$ cat src/rtl/div.sv
// Iterative 32/32 integer divider for a pipelined CPU ex stage.
// Signed and unsigned modes. Restoring shift-subtract, one quotient bit per
// clock, so a nonzero divisor yields a result 33 edges after the request
// is accepted. Divide by zero finishes in one edge with an all-zero result.
// result = {remainder, quotient}; ready and result come straight from flops.
module div (
    input  logic        clk,
    input  logic        rst,
    input  logic        start,
    input  logic        annul,
    input  logic        signed_div,
    input  logic [31:0] opdata1,
    input  logic [31:0] opdata2,
    output logic [63:0] result,
    output logic        ready
);

    typedef enum logic [1:0] {
        FREE    = 2'd0,
        BY_ZERO = 2'd1,
        ON      = 2'd2,
        END     = 2'd3
    } state_t;

    state_t      state_reg, state_next;
    logic [5:0]  cnt_reg, cnt_next;
    // Working register: [64:32] partial remainder, [31:0] dividend bits
    // shifting out at the top while quotient bits shift in at the bottom.
    logic [64:0] work_reg, work_next;
    logic [31:0] divisor_reg, divisor_next;
    // Sign fix-up decisions are taken from the operands seen at acceptance,
    // so later operand changes cannot disturb the result.
    logic        neg_quo_reg, neg_quo_next;
    logic        neg_rem_reg, neg_rem_next;
    logic [63:0] result_reg, result_next;
    logic        ready_reg, ready_next;

    logic [31:0] mag1, mag2;
    logic [64:0] shifted;
    logic [32:0] trial;
    logic [31:0] quo_fixed, rem_fixed;

    // Operand magnitudes, trial subtraction and final sign correction.
    always_comb begin
        mag1      = (signed_div && opdata1[31]) ? (~opdata1 + 32'd1) : opdata1;
        mag2      = (signed_div && opdata2[31]) ? (~opdata2 + 32'd1) : opdata2;
        shifted   = {work_reg[63:0], 1'b0};
        trial     = shifted[64:32] - {1'b0, divisor_reg};
        quo_fixed = neg_quo_reg ? (~work_reg[31:0] + 32'd1) : work_reg[31:0];
        rem_fixed = neg_rem_reg ? (~work_reg[63:32] + 32'd1) : work_reg[63:32];
    end

    // Next-state and datapath update; annul wins over completion.
    always_comb begin
        state_next   = state_reg;
        cnt_next     = cnt_reg;
        work_next    = work_reg;
        divisor_next = divisor_reg;
        neg_quo_next = neg_quo_reg;
        neg_rem_next = neg_rem_reg;
        result_next  = result_reg;
        ready_next   = ready_reg;
        case (state_reg)
            FREE: begin
                result_next = 64'h0;
                ready_next  = 1'b0;
                if (start && !annul) begin
                    if (opdata2 == 32'h0) begin
                        state_next = BY_ZERO;
                    end else begin
                        state_next   = ON;
                        work_next    = {33'h0, mag1};
                        divisor_next = mag2;
                        cnt_next     = 6'd0;
                        neg_quo_next = signed_div & (opdata1[31] ^ opdata2[31]);
                        neg_rem_next = signed_div & opdata1[31];
                    end
                end
            end
            BY_ZERO: begin
                result_next = 64'h0;
                if (annul) begin
                    state_next = FREE;
                    ready_next = 1'b0;
                end else begin
                    state_next = END;
                    ready_next = 1'b1;
                end
            end
            ON: begin
                if (annul) begin
                    state_next  = FREE;
                    ready_next  = 1'b0;
                    result_next = 64'h0;
                end else if (cnt_reg != 6'd32) begin
                    // Restoring step: keep the subtraction only if non-negative.
                    if (!trial[32]) begin
                        work_next = {trial, shifted[31:1], 1'b1};
                    end else begin
                        work_next = shifted;
                    end
                    cnt_next = cnt_reg + 6'd1;
                end else begin
                    state_next  = END;
                    result_next = {rem_fixed, quo_fixed};
                    ready_next  = 1'b1;
                end
            end
            END: begin
                if (!start) begin
                    state_next  = FREE;
                    ready_next  = 1'b0;
                    result_next = 64'h0;
                end
            end
            default: begin
                state_next  = FREE;
                ready_next  = 1'b0;
                result_next = 64'h0;
            end
        endcase
    end

    // State and datapath registers with synchronous reset.
    always_ff @(posedge clk) begin
        if (rst) begin
            state_reg   <= FREE;
            cnt_reg     <= 6'd0;
            work_reg    <= 65'h0;
            divisor_reg <= 32'h0;
            neg_quo_reg <= 1'b0;
            neg_rem_reg <= 1'b0;
            result_reg  <= 64'h0;
            ready_reg   <= 1'b0;
        end else begin
            state_reg   <= state_next;
            cnt_reg     <= cnt_next;
            work_reg    <= work_next;
            divisor_reg <= divisor_next;
            neg_quo_reg <= neg_quo_next;
            neg_rem_reg <= neg_rem_next;
            result_reg  <= result_next;
            ready_reg   <= ready_next;
        end
    end

    assign result = result_reg;
    assign ready  = ready_reg;

endmodule
$ cat config.mk
export PLATFORM = sky130hd
export DESIGN_NAME = div
export DESIGN_NICKNAME = d
export VERILOG_FILES = /design/src/rtl/div.sv
export SDC_FILE = /design/constraint.sdc
export NUM_CORES = 1
export LEC_CHECK = 0
export CORE_MARGIN = 5
export CORE_UTILIZATION = 51
export DETAILED_ROUTE_END_ITERATION = 8
export HOLD_SLACK_MARGIN = 0.08
export PLACE_DENSITY = 0.77
export SLEW_MARGIN = 20
export SYNTH_ARGS = -nofsm -noshare
export SYNTH_HDL_FRONTEND = slang
export SYNTH_SLANG_ARGS = --single-unit
$ cat constraint.sdc
create_clock -name clk -period 3.6 [get_ports clk]
set_clock_uncertainty 0.1 [all_clocks]
set_input_delay 0.72 -clock clk [delete_from_list [all_inputs] [get_ports clk]]
set_output_delay 0.72 -clock clk [all_outputs]
set_load 0.01 [all_outputs]
==> results of run 1 <==
## critical path, stage by stage (launching register included)
cell and delay [ns]:
dfxtp_1 0.31, or4_4 0.56, or4_4 0.44, or2_1 0.28, or3_4 0.34, or3_4 0.38
or4_4 0.48, o41ai_4 0.23, xnor2_1 0.15, a22o_1 0.19
## stage by stage
stage               cell area, um^2  TNS [ns]  power [mW]  utilization [%]
floorplan                     10780         0       4.182                -
global placement              13010    -17.20       5.059            62.28
detailed placement            13010    -23.17       5.114            62.28
CTS                           13630         0       7.059            65.25
global route                  13650         0       7.503            65.34
finish                        13650         0       7.099            65.34
## synth_stat cells (all sizes together) (5+ instances only)
| cell | instances |
|---|---|
| o41ai | 16 |
| a32oi | 8 |
| nor3 | 27 |
| a31oi | 8 |
| clkbuf | 77 |
| a21oi | 111 |
| a21o | 11 |
| nand2 | 187 |
| nand4 | 9 |
| a22oi | 34 |
| mux2i | 24 |
| o211ai | 6 |
| inv | 55 |
| xor2 | 68 |
| nor2 | 140 |
| or3 | 17 |
| nor4 | 9 |
| a22o | 15 |
| or2 | 5 |
| nor2b | 8 |
| o21a | 6 |
| nand3 | 19 |
| ha | 41 |
| o31ai | 31 |
| xnor2 | 84 |
| o21ai | 109 |
| dfxtp | 171 |
| nand2b | 8 |
| a211oi | 32 |
| or4 | 18 |
## worst paths after layout
check | startpoint | end | slack, ns | cells after the start
worst max-delay path | work_reg[38] | result[61] | 0.04 | 9
worst min-delay path | divisor_reg[31] | divisor_reg[31] | 0.37 | 2
worst max register to register | work_reg[38] | result[61] | 0.04 | 9
worst min register to register | divisor_reg[31] | divisor_reg[31] | 0.37 | 2
## area by class of cell
class                           instances  area share [%]
Timing Repair Buffer                  237           16.01
Inverter                               55           1.513
Sequential cell                       171           25.08
Clock inverter                         12           1.183
Clock buffer                           19           3.318
Tap cell                              275           2.521
Multi-Input combinational cell       1094           50.38
## cells in the final DEF (no fill, tap or decap), types with 7 or more instances in the layout
master and instances:
a211oi_1 32, a21o_1 11, a21oi_1 111, a22o_1 15
a22oi_1 34, a31oi_1 8, a32oi_1 8, buf_4 99
clkbuf_16 17, clkdlybuf4s50_1 132, dfxtp_1 171, ha_1 40
inv_1 55, mux2i_1 24, nand2_1 187, nand2b_1 8
nand3_1 19, nand4_1 9, nor2_1 137, nor2b_1 8
nor3_1 27, nor4_1 9, o21ai_0 101, o21ai_1 7
o31ai_1 29, o41ai_1 15, or3_1 15, or4_1 15
xnor2_1 84, xor2_1 67
## metal layers
metal  track usage, %  part of all wire (%)  up-vias  wire length, um
met5                0                     0        -                0
met2            38.62                    44      348            13520
li1                 -                     -     5350                -
met1            36.41                    47     4922            14500
met3            4.061                   7.0       39             2161
met4            6.419                   1.6        0              478
## power groups by stage
stage / clock network (mW) / logic (mW) / registers (mW)
after floorplan: 0 / 1.93 / 2.25
after global placement: 0 / 2.74 / 2.32
after detailed placement: 0 / 2.78 / 2.33
after CTS: 1.96 / 2.81 / 2.29
after global routing: 2.04 / 3.14 / 2.32
final: 1.94 / 2.85 / 2.30
## cells by family (layout without fill, tap and decap cells)
| group | Yosys count | count (layout) | synth area share (%) |
|---|---|---|---|
| compound gates | 414 | 414 | 24.63 |
| xor+xnor | 152 | 152 | 12.36 |
| fa+ha+maj | 42 | 42 | 4.951 |
| buf+inv | 136 | 323 | 4.765 |
| flops | 171 | 171 | 31.80 |
| mux | 24 | 24 | 2.231 |
| simple gates | 462 | 462 | 19.27 |
## repair_timing
item	4_1_cts	5_1_grt
resized for setup	1	4
hold endpoints to repair	0	0
setup buffers	0	1
endpoints found under the setup margin	11	68
pin swaps	0	1
==> results.py, run 1 <==
metrics = {
    "clock_network": {
        "clk_pin_slew_ns": 0.06,
        "cts_tree": "done",
        "clk_path_buf_depth": 2,
        "cts_htree_levels": 4,
        "ctsHoldBuffers": 0,
        "cts_root_buf": "clkbuf_16",
        "cts_sinks": 171,
        "clock_latency_ns": 0.44,
        "cts_made_buffers": 17,
    },
    "grt": {
        "grt_pass1_wl_um": 49890,
        "grt-ovfl-total": 0,
        "grt_pass1_vias": 9871,
        "grt_antenna_before_repair": 0,
        "track_usage_pct": 25.01,
        "grt_max_degree": 69,
    },
    "final_layout": {
        "diodes": 0,
        "drive_gt1_share_pct": 9.887,
        "fillers": 1820,
        "multiInputGateArea_mm2": 0.006877,
        "register_area_mm2": 0.003423,
        "nets": 1687,
        "area_growth_pct": 26.77,
        "final_cell_count_no_fill": 1863,
    },
    "flow_run": {
        "drv_cap": 0,
    },
    "power_and_ir_drop": {
        "p_int_mw": 4.391,
        "pwr-share-seq_pct": 32.4,
        "power_leakage_nw": 5.280,
        "clkPwrFrac_pct": 27.4,
        "switchingPower_mw": 2.707,
        "netSwitchingFraction_pct": 38.14,
        "ir_worst_vdd_uv": 381.1,
        "power_density_mw_per_mm2": 520.1,
        "comb_power_share_pct": 40.2,
    },
    "yosys": {
        "ys_async_sr_fraction_pct": 0,
        "synthCells": 1401,
        "synth_ff_type": "dfxtp_1",
        "synth_edf_count": 0,
        "syn_nets": 1512,
        "synth-seq-area-share_pct": 31.80,
        "synth_largest_area_cell": "dfxtp_1",
        "avgSynthCellArea_um2": 7.685,
        "synth_top_area_share_pct": 31.80,
        "synth_cell_types": 60,
        "synth.area.top_cells": "dfxtp_1, xnor2_1, nand2_1",
        "ys_ff_latch": 171,
        "syn_area_mm2": 0.01077,
        "yosys_warnings": 0,
    },
    "routing": {
        "vias": 10660,
        "drc": 0,
        "drtIter0Drc": 994,
        "wl_um": 30660,
        "dr.pass1.iters": 5,
        "routedWlPerCell_um": 16.46,
        "routed_via_density": 5.721,
        "ant_nets": 0,
    },
    "critical_path": {
        "cp.arrival_ns": 3.79,
        "crit_required_ns": 3.83,
        "cp_max_fo": 4,
        "cp-start-kind": "flop",
        "end_kind": "flop",
        "criticalPathCategory": "flop to flop",
    },
    "placement": {
        "gp_congestion": 0.9425,
        "portBuffers": 133,
        "dp_cells": 1831,
        "pre_cts_slack_ns": -0.3777,
        "hpwl_um": 23220,
    },
    "sta": {
        "clock.fmax_ghz": 0.2809,
        "worst_slack_ns": 0.03953,
        "hold_viol": 0,
        "setup_viol": 0,
        "slew_headroom_pct": 40.67,
        "worst_pin_slew_ns": 0.8887,
        "maxSlewViolCount": 0,
        "post-route-period-util_pct": 98.90,
        "min_period_ns": 3.560,
        "holdWs_ns": 0.3671,
        "rsz0062_at_grt": "false",
    },
    "die": {
        "die-width_um": 155.3,
        "num_rows": 53,
        "die_height_um": 155.3,
        "dieArea_mm2": 0.02412,
        "io_pins": 134,
        "start_util_pct": 51.54,
        "core_mm2": 0.02089,
    },
    "outcome": {
        "status": "finished, final reports clean",
    },
    "hold_path": {
        "hold_class": "flop to flop",
    },
}
(Power assumes the default switching activity.)
==> run 2, diff against run 1 <==
--- a/config.mk
+++ b/config.mk
@@ -6,10 +6,10 @@
 export NUM_CORES = 1
 export LEC_CHECK = 0
 export CORE_MARGIN = 5
-export CORE_UTILIZATION = 51
+export CORE_UTILIZATION = 55
 export DETAILED_ROUTE_END_ITERATION = 8
 export HOLD_SLACK_MARGIN = 0.08
-export PLACE_DENSITY = 0.77
+export PLACE_DENSITY = 0.79
 export SLEW_MARGIN = 20
 export SYNTH_ARGS = -nofsm -noshare
 export SYNTH_HDL_FRONTEND = slang
==> constraint.sdc (replaced) <==
create_clock -name clk -period 4 [get_ports clk]
set_clock_uncertainty 0.1 [all_clocks]
set_input_delay 0.8 -clock clk [delete_from_list [all_inputs] [get_ports clk]]
set_output_delay 0.8 -clock clk [all_outputs]
set_load 0.01 [all_outputs]
==> run 2 against run 1 <==
  * Sequential share of layout area is 0.86 points higher
  * Flip-flop and latch count stayed put
  * Cell area is 3.3% lower
  * Critical path type unchanged
  * Highest routed layer is now met5
==> results.py, run 2 (synthesis results as in run 1) <==
metrics = {
    "critical_path": {
        "criticalPathCategory": "flop to flop",
        "r2r-start": "work_reg[31]",
        "crit_required_ns": 4.23,
        "end_kind": "flop",
        "reg2reg_depth": 14,
        "cp_max_fo": 19,
        "cp-startpoint": "work_reg[31]",
        "rrSetupSlack_ns": 0.38,
        "cp.arrival_ns": 3.85,
        "reg2reg_to": "work_reg[33]",
        "cp-start-kind": "flop",
    },
    "die": {
        "num_rows": 51,
        "die_height_um": 149.9,
        "die-width_um": 149.9,
        "io_pins": 134,
        "core_mm2": 0.01940,
        "dieArea_mm2": 0.02247,
        "start_util_pct": 55.50,
    },
    "sta": {
        "hold_viol": 0,
        "clock.fmax_ghz": 0.2763,
        "worst_pin_slew_ns": 0.8965,
        "setup_tns_ns": 0,
        "rsz0062_at_grt": "false",
        "setup_viol": 0,
        "slew_headroom_pct": 39.68,
        "min_period_ns": 3.620,
        "maxSlewViolCount": 0,
        "worst_slack_ns": 0.3805,
        "post-route-period-util_pct": 90.49,
    },
    "grt": {
        "grt_pass1_wl_um": 47240,
        "grt_pass1_vias": 9411,
        "grt-ovfl-total": 0,
        "grt_antenna_before_repair": 1,
        "grt_max_degree": 66,
        "track_usage_pct": 25.73,
    },
    "power_and_ir_drop": {
        "netSwitchingFraction_pct": 39.62,
        "p_total_mw": 6.093,
        "switchingPower_mw": 2.414,
        "clkPwrFrac_pct": 25.4,
        "power_leakage_nw": 5.023,
        "power_density_mw_per_mm2": 461.5,
        "p_int_mw": 3.679,
        "comb_power_share_pct": 40.7,
        "pwr-share-seq_pct": 33.9,
        "ir_worst_vdd_uv": 351.2,
    },
    "final_layout": {
        "nets": 1642,
        "drive_gt1_share_pct": 7.129,
        "multiInputGateArea_mm2": 0.006865,
        "fillers": 1673,
        "area_growth_pct": 22.61,
        "layout_common_cells": "nand2_1, dfxtp_1, nor2_1",
        "register_area_mm2": 0.003425,
        "utilization_pct": 68.05,
        "final_common_cell": "nand2_1",
        "diodes": 0,
    },
    "routing": {
        "vias": 10470,
        "drtIter0Drc": 1033,
        "drc": 0,
        "wl_um": 29480,
        "ant_nets": 0,
        "routedWlPerCell_um": 16.31,
        "routed_via_density": 5.789,
        "dr.pass1.iters": 6,
    },
    "hold_path": {
        "whs_path_depth": 2,
        "hold_class": "flop to flop",
        "min_from": "result[32]",
        "min_to": "result[32]",
    },
    "placement": {
        "portBuffers": 133,
        "gp_congestion": 0.9627,
        "pre_cts_slack_ns": -0.1836,
        "hpwl_um": 22300,
    },
    "clock_network": {
        "cts_root_buf": "clkbuf_16",
        "clock_latency_ns": 0.44,
        "clk_path_buf_depth": 2,
        "cts_made_buffers": 17,
        "clk_pin_slew_ns": 0.07,
        "cts_sinks": 171,
        "cts_tree": "done",
        "cts_htree_levels": 4,
    },
    "flow_run": {
        "drv_cap": 0,
    },
    "outcome": {
        "status": "finished, final reports clean",
    },
}
-- run 2: cell count changes in the layout (fill, tap and decap cells not counted), sizes merged --
cell      before  now
bufinv         3    0
clkinvlp       3    1
buf          105   60
clkinv         2    5
clkbuf        19   18
inv           59   62
-- run 2: layout make-up --
| type | count | share of cell area [%] |
|---|---|---|
| clock buffers | 18 | 3.251 |
| clock inverters | 13 | 0.8340 |
| inverters | 55 | 1.564 |
| multi-input cells | 1094 | 52.00 |
| flip-flops and latches | 171 | 25.94 |
| well taps | 265 | 2.512 |
| repair buffers | 192 | 13.89 |
-- run 2: worst max-delay path by stage --
stage,cells past startpoint,to,slack (ns)
finish,14,work_reg[33],0.38
floorplan,12,work_reg[51],0.23
global placement,12,cnt_reg[5],-0.1
CTS,14,cnt_reg[4],0.20
global route,14,work_reg[45],0.15
detailed placement,14,cnt_reg[4],-0.18
-- run 2: critical path, stage by stage, from the launching register on --
cell	delay, ns
dfxtp_1	0.32
inv_1	0.07
ha_1	0.23
fa_1	0.40
nand2b_1	0.19
a21oi_1	0.22
o21ai_0	0.23
o21ai_1	0.24
a31oi_1	0.19
o31ai_1	0.33
buf_4	0.18
xor2_2	0.26
buf_12	0.22
nand2_1	0.08
a32o_1	0.25
-- run 2: stage by stage --
stage	area [um^2]	hold WS [ns]	std cells
after floorplan	10770	0.3319	1401
after global placement	12650	0.3427	1777
after detailed placement	12650	0.3457	1777
after CTS	13190	0.3546	1808
after global routing	13200	0.3766	1808
final	13200	0.3523	1808
-- run 2: power by group through the flow --
stage	combinational, mW	sequential, mW	clock [mW]
2_1_floorplan	1.73	2.03	0
3_3_place_gp	2.39	2.09	0
3_5_place_dp	2.42	2.10	0
4_1_cts	2.45	2.06	1.56
5_1_grt	2.72	2.09	1.64
6_report	2.48	2.07	1.55
-- run 2: repair_timing --
| action | 4_1_cts | 5_1_grt |
|---|---|---|
| hold buffers | 0 | 0 |
| buffers inserted | 0 | 0 |
| resized for setup | 0 | 1 |
| endpoints found under the setup margin | 0 | 19 |
-- run 2: metal layers --
layer  vias up  global-route usage, %  share of wire, %
met1      4746                  37.82                47
met4         2                  8.600               2.4
met2       431                  38.52                43
li1       5234                      -                 -
met3        54                  3.786               7.8
met5         -                      0             0.044
==> edit, RTL diff (config.mk and constraints of run 2) <==
The 4 states of `state_t` get a one-hot encoding in 4 bits.
--- a/src/rtl/div.sv
+++ b/src/rtl/div.sv
@@ -16,9 +16,9 @@
 );
 
-    typedef enum logic [1:0] {
-        FREE    = 2'd0,
-        BY_ZERO = 2'd1,
-        ON      = 2'd2,
-        END     = 2'd3
+    typedef enum logic [3:0] {
+        FREE    = 4'b0001,
+        BY_ZERO = 4'b0010,
+        ON      = 4'b0100,
+        END     = 4'b1000
     } state_t;
 
Behaviour: no difference found for any inputs over 4 cycles, from zero or initial values and one cycle with rst high; so few cycles prove little.
==> edit against run 2 <==
Worst setup slack worse by 17 ps. Sequential cell count increased by 2. Global-route usage decreased by 0.42 points. Final area decreased by 0.79%. Wire length shrank 1.5%. Count of clock-buffer cells in the layout did not move. Die area increased by 0.89%. First-iteration DRC count decreased by 17%. Largest cell class unchanged. Critical path depth shrank 2. Area after synthesis rose by 0.95%. Highest routed layer is now met4. Critical path type unchanged. Critical endpoint is now work_reg[63].
Power is not compared: it rests on default switching activity, and its combinational part moved more than twofold at a synthesized area within 25%.
==> edit: results (changes against run 2) <==
Status - finished clean (unchanged)
Placer Congestion - 0.960 (was 0.963)
Mux cell area share after synthesis - 0.368% (was 2.23%)
Worst-path clk slew - 70 ps (about the same)
Hold Path Sink - divisor_reg[31] (was result[32])
WP data arrival - 3920 ps (was 3850 ps)
Worst R2R Setup Slack - 360 ps (was 380 ps)
DRT antenna net count - 0 (unchanged)
Worst skew pair latency - 440 ps (about the same)
Syn nets - 1,458 (was 1,512)
Worst Setup Start Kind - register (unchanged)
DP Area - 12,500 µm² (was 12,700 µm²)
Pin count of the biggest net entering global routing - 72 (was 66)
Worst Path Max Fanout - 8 (was 19)
N_diodes - 0 (unchanged)
Worst hold start - divisor_reg[31] (was result[32])
R2r endpoint - work_reg[63] (was work_reg[33])
Drt pass-1 iters - 6 (unchanged)
Initial antenna violation count - 0 (was 1)
Avg Inst Size Synth - 8.05 µm² (was 7.68 µm²)
DRT iter0 DRCs - 857 (was 1,033)
DP Worst Slack - 256 ps (was -184 ps)
GRT Resource Usage Total - 25.3% (was 25.7%)
Commonest cells post-synth - 173 x dfxtp_1, 136 x nand2_1, 131 x nor2_1, 97 x a21oi_1, 89 x xnor2_1 (was 187 x nand2_1, 171 x dfxtp_1, 140 x nor2_1, 111 x a21oi_1, 101 x o21ai_0)
Vias - 10,278 (was 10,467)
Vias in the first global route - 9,176 (was 9,411)
RR Startpoint - work_reg[31] (unchanged)
Clk root buf - clkbuf_16 (unchanged)
Sequential share of the synthesized area - 31.9% (was 31.8%)
Worst Hold Slack - 374 ps (was 352 ps)
Inst Count DP - 1,702 (was 1,777)
Fraction of registers with async set/reset - 0% (unchanged)
Filler Cell Count - 1,661 (was 1,673)
Layout cells sized above 1 - 7.49% (was 7.13%)
Synth top area cells - dfxtp_1 32%, xnor2_1 7.2%, xor2_1 4.9% (was dfxtp_1 32%, xnor2_1 6.8%, nand2_1 6.5%)
Drt total wl - 29,000 µm (was 29,500 µm)
H-Tree Level Count - 4 (unchanged)
Post-cts resize count - 0 (unchanged)
Routed vias/inst - 5.93 (was 5.79)
Max-slew headroom - 33.3% (was 39.7%)
Nets - 1,564 (was 1,642)
HPWL Detailed - 22,400 µm (was 22,300 µm)
Synth Area in XOR/XNOR - 12.1% (was 12.4%)
First-pass GRT wire length - 47,000 µm (was 47,200 µm)
Unique masters post-synth - 71 (was 60)
R2R depth - 12 (was 14)
Max IR drop VDD - 0.306 mV
Compound-Gate Fraction of Synth Area - 26.8% (was 24.6%)
Synth Area in Adders - 4.56% (was 4.95%)
-- edit: critical path, cell delays in order, from the launching register on --
cell and delay [ps]:
dfxtp_1 410, inv_1 100, ha_1 230, fa_1 420
nand2b_1 190, a21oi_1 270, o21ai_1 170, o21ai_1 250
o221ai_1 180, and3_1 310, buf_4 210, nor3_1 500
a221o_1 240
-- edit: power groups by stage --
| stage | clock network, mW | registers, mW | logic, mW |
|---|---|---|---|
| after floorplan | 0 | 1.83 | 0.464 |
| after global placement | 0 | 1.85 | 0.657 |
| after detailed placement | 0 | 1.86 | 0.671 |
| after CTS | 1.75 | 1.82 | 0.678 |
| after global routing | 1.83 | 1.82 | 0.756 |
| final | 1.74 | 1.82 | 0.688 |
-- edit: cell type report --
class | instances | area [µm²] | share of cell area, %
multi-input combinational | 1029 | 6840 | 52.2
clock buffer | 18 | 439 | 3.35
sequential | 173 | 3460 | 26.4
inverter | 69 | 259 | 1.98
clock inverter | 14 | 178 | 1.36
timing repair buffer | 166 | 1590 | 12.1
tap | 265 | 332 | 2.53
-- edit: how the worst max path moves through the flow --
stage	endpoint	slack (ps)
after floorplan	work_reg[53]	890
after global placement	work_reg[35]	290
after detailed placement	work_reg[35]	260
after CTS	work_reg[63]	400
after global routing	work_reg[63]	150
final	work_reg[63]	360
-- edit: logic make-up (layout without fill, tap and decap cells) --
group                    Yosys count  count (layout)
adder cells (fa/ha/maj)           39              39
multiplexers                       4               4
buffers and inverters            148             267
flip-flops                       173             173
AND/OR/NAND/NOR                  428             428
XOR/XNOR                         150             150
AO/OA/AOI/OAI                    408             408
-- edit: layer usage --
layer	part of all wire [%]	wire length (µm)	up-vias	track usage [%]
met3	8.2	2390	34	4.09
met2	42	12100	384	36.5
met5	0	0	-	0
met4	1.4	413	0	6.12
li1	-	-	5077	-
met1	49	14100	4783	39.1
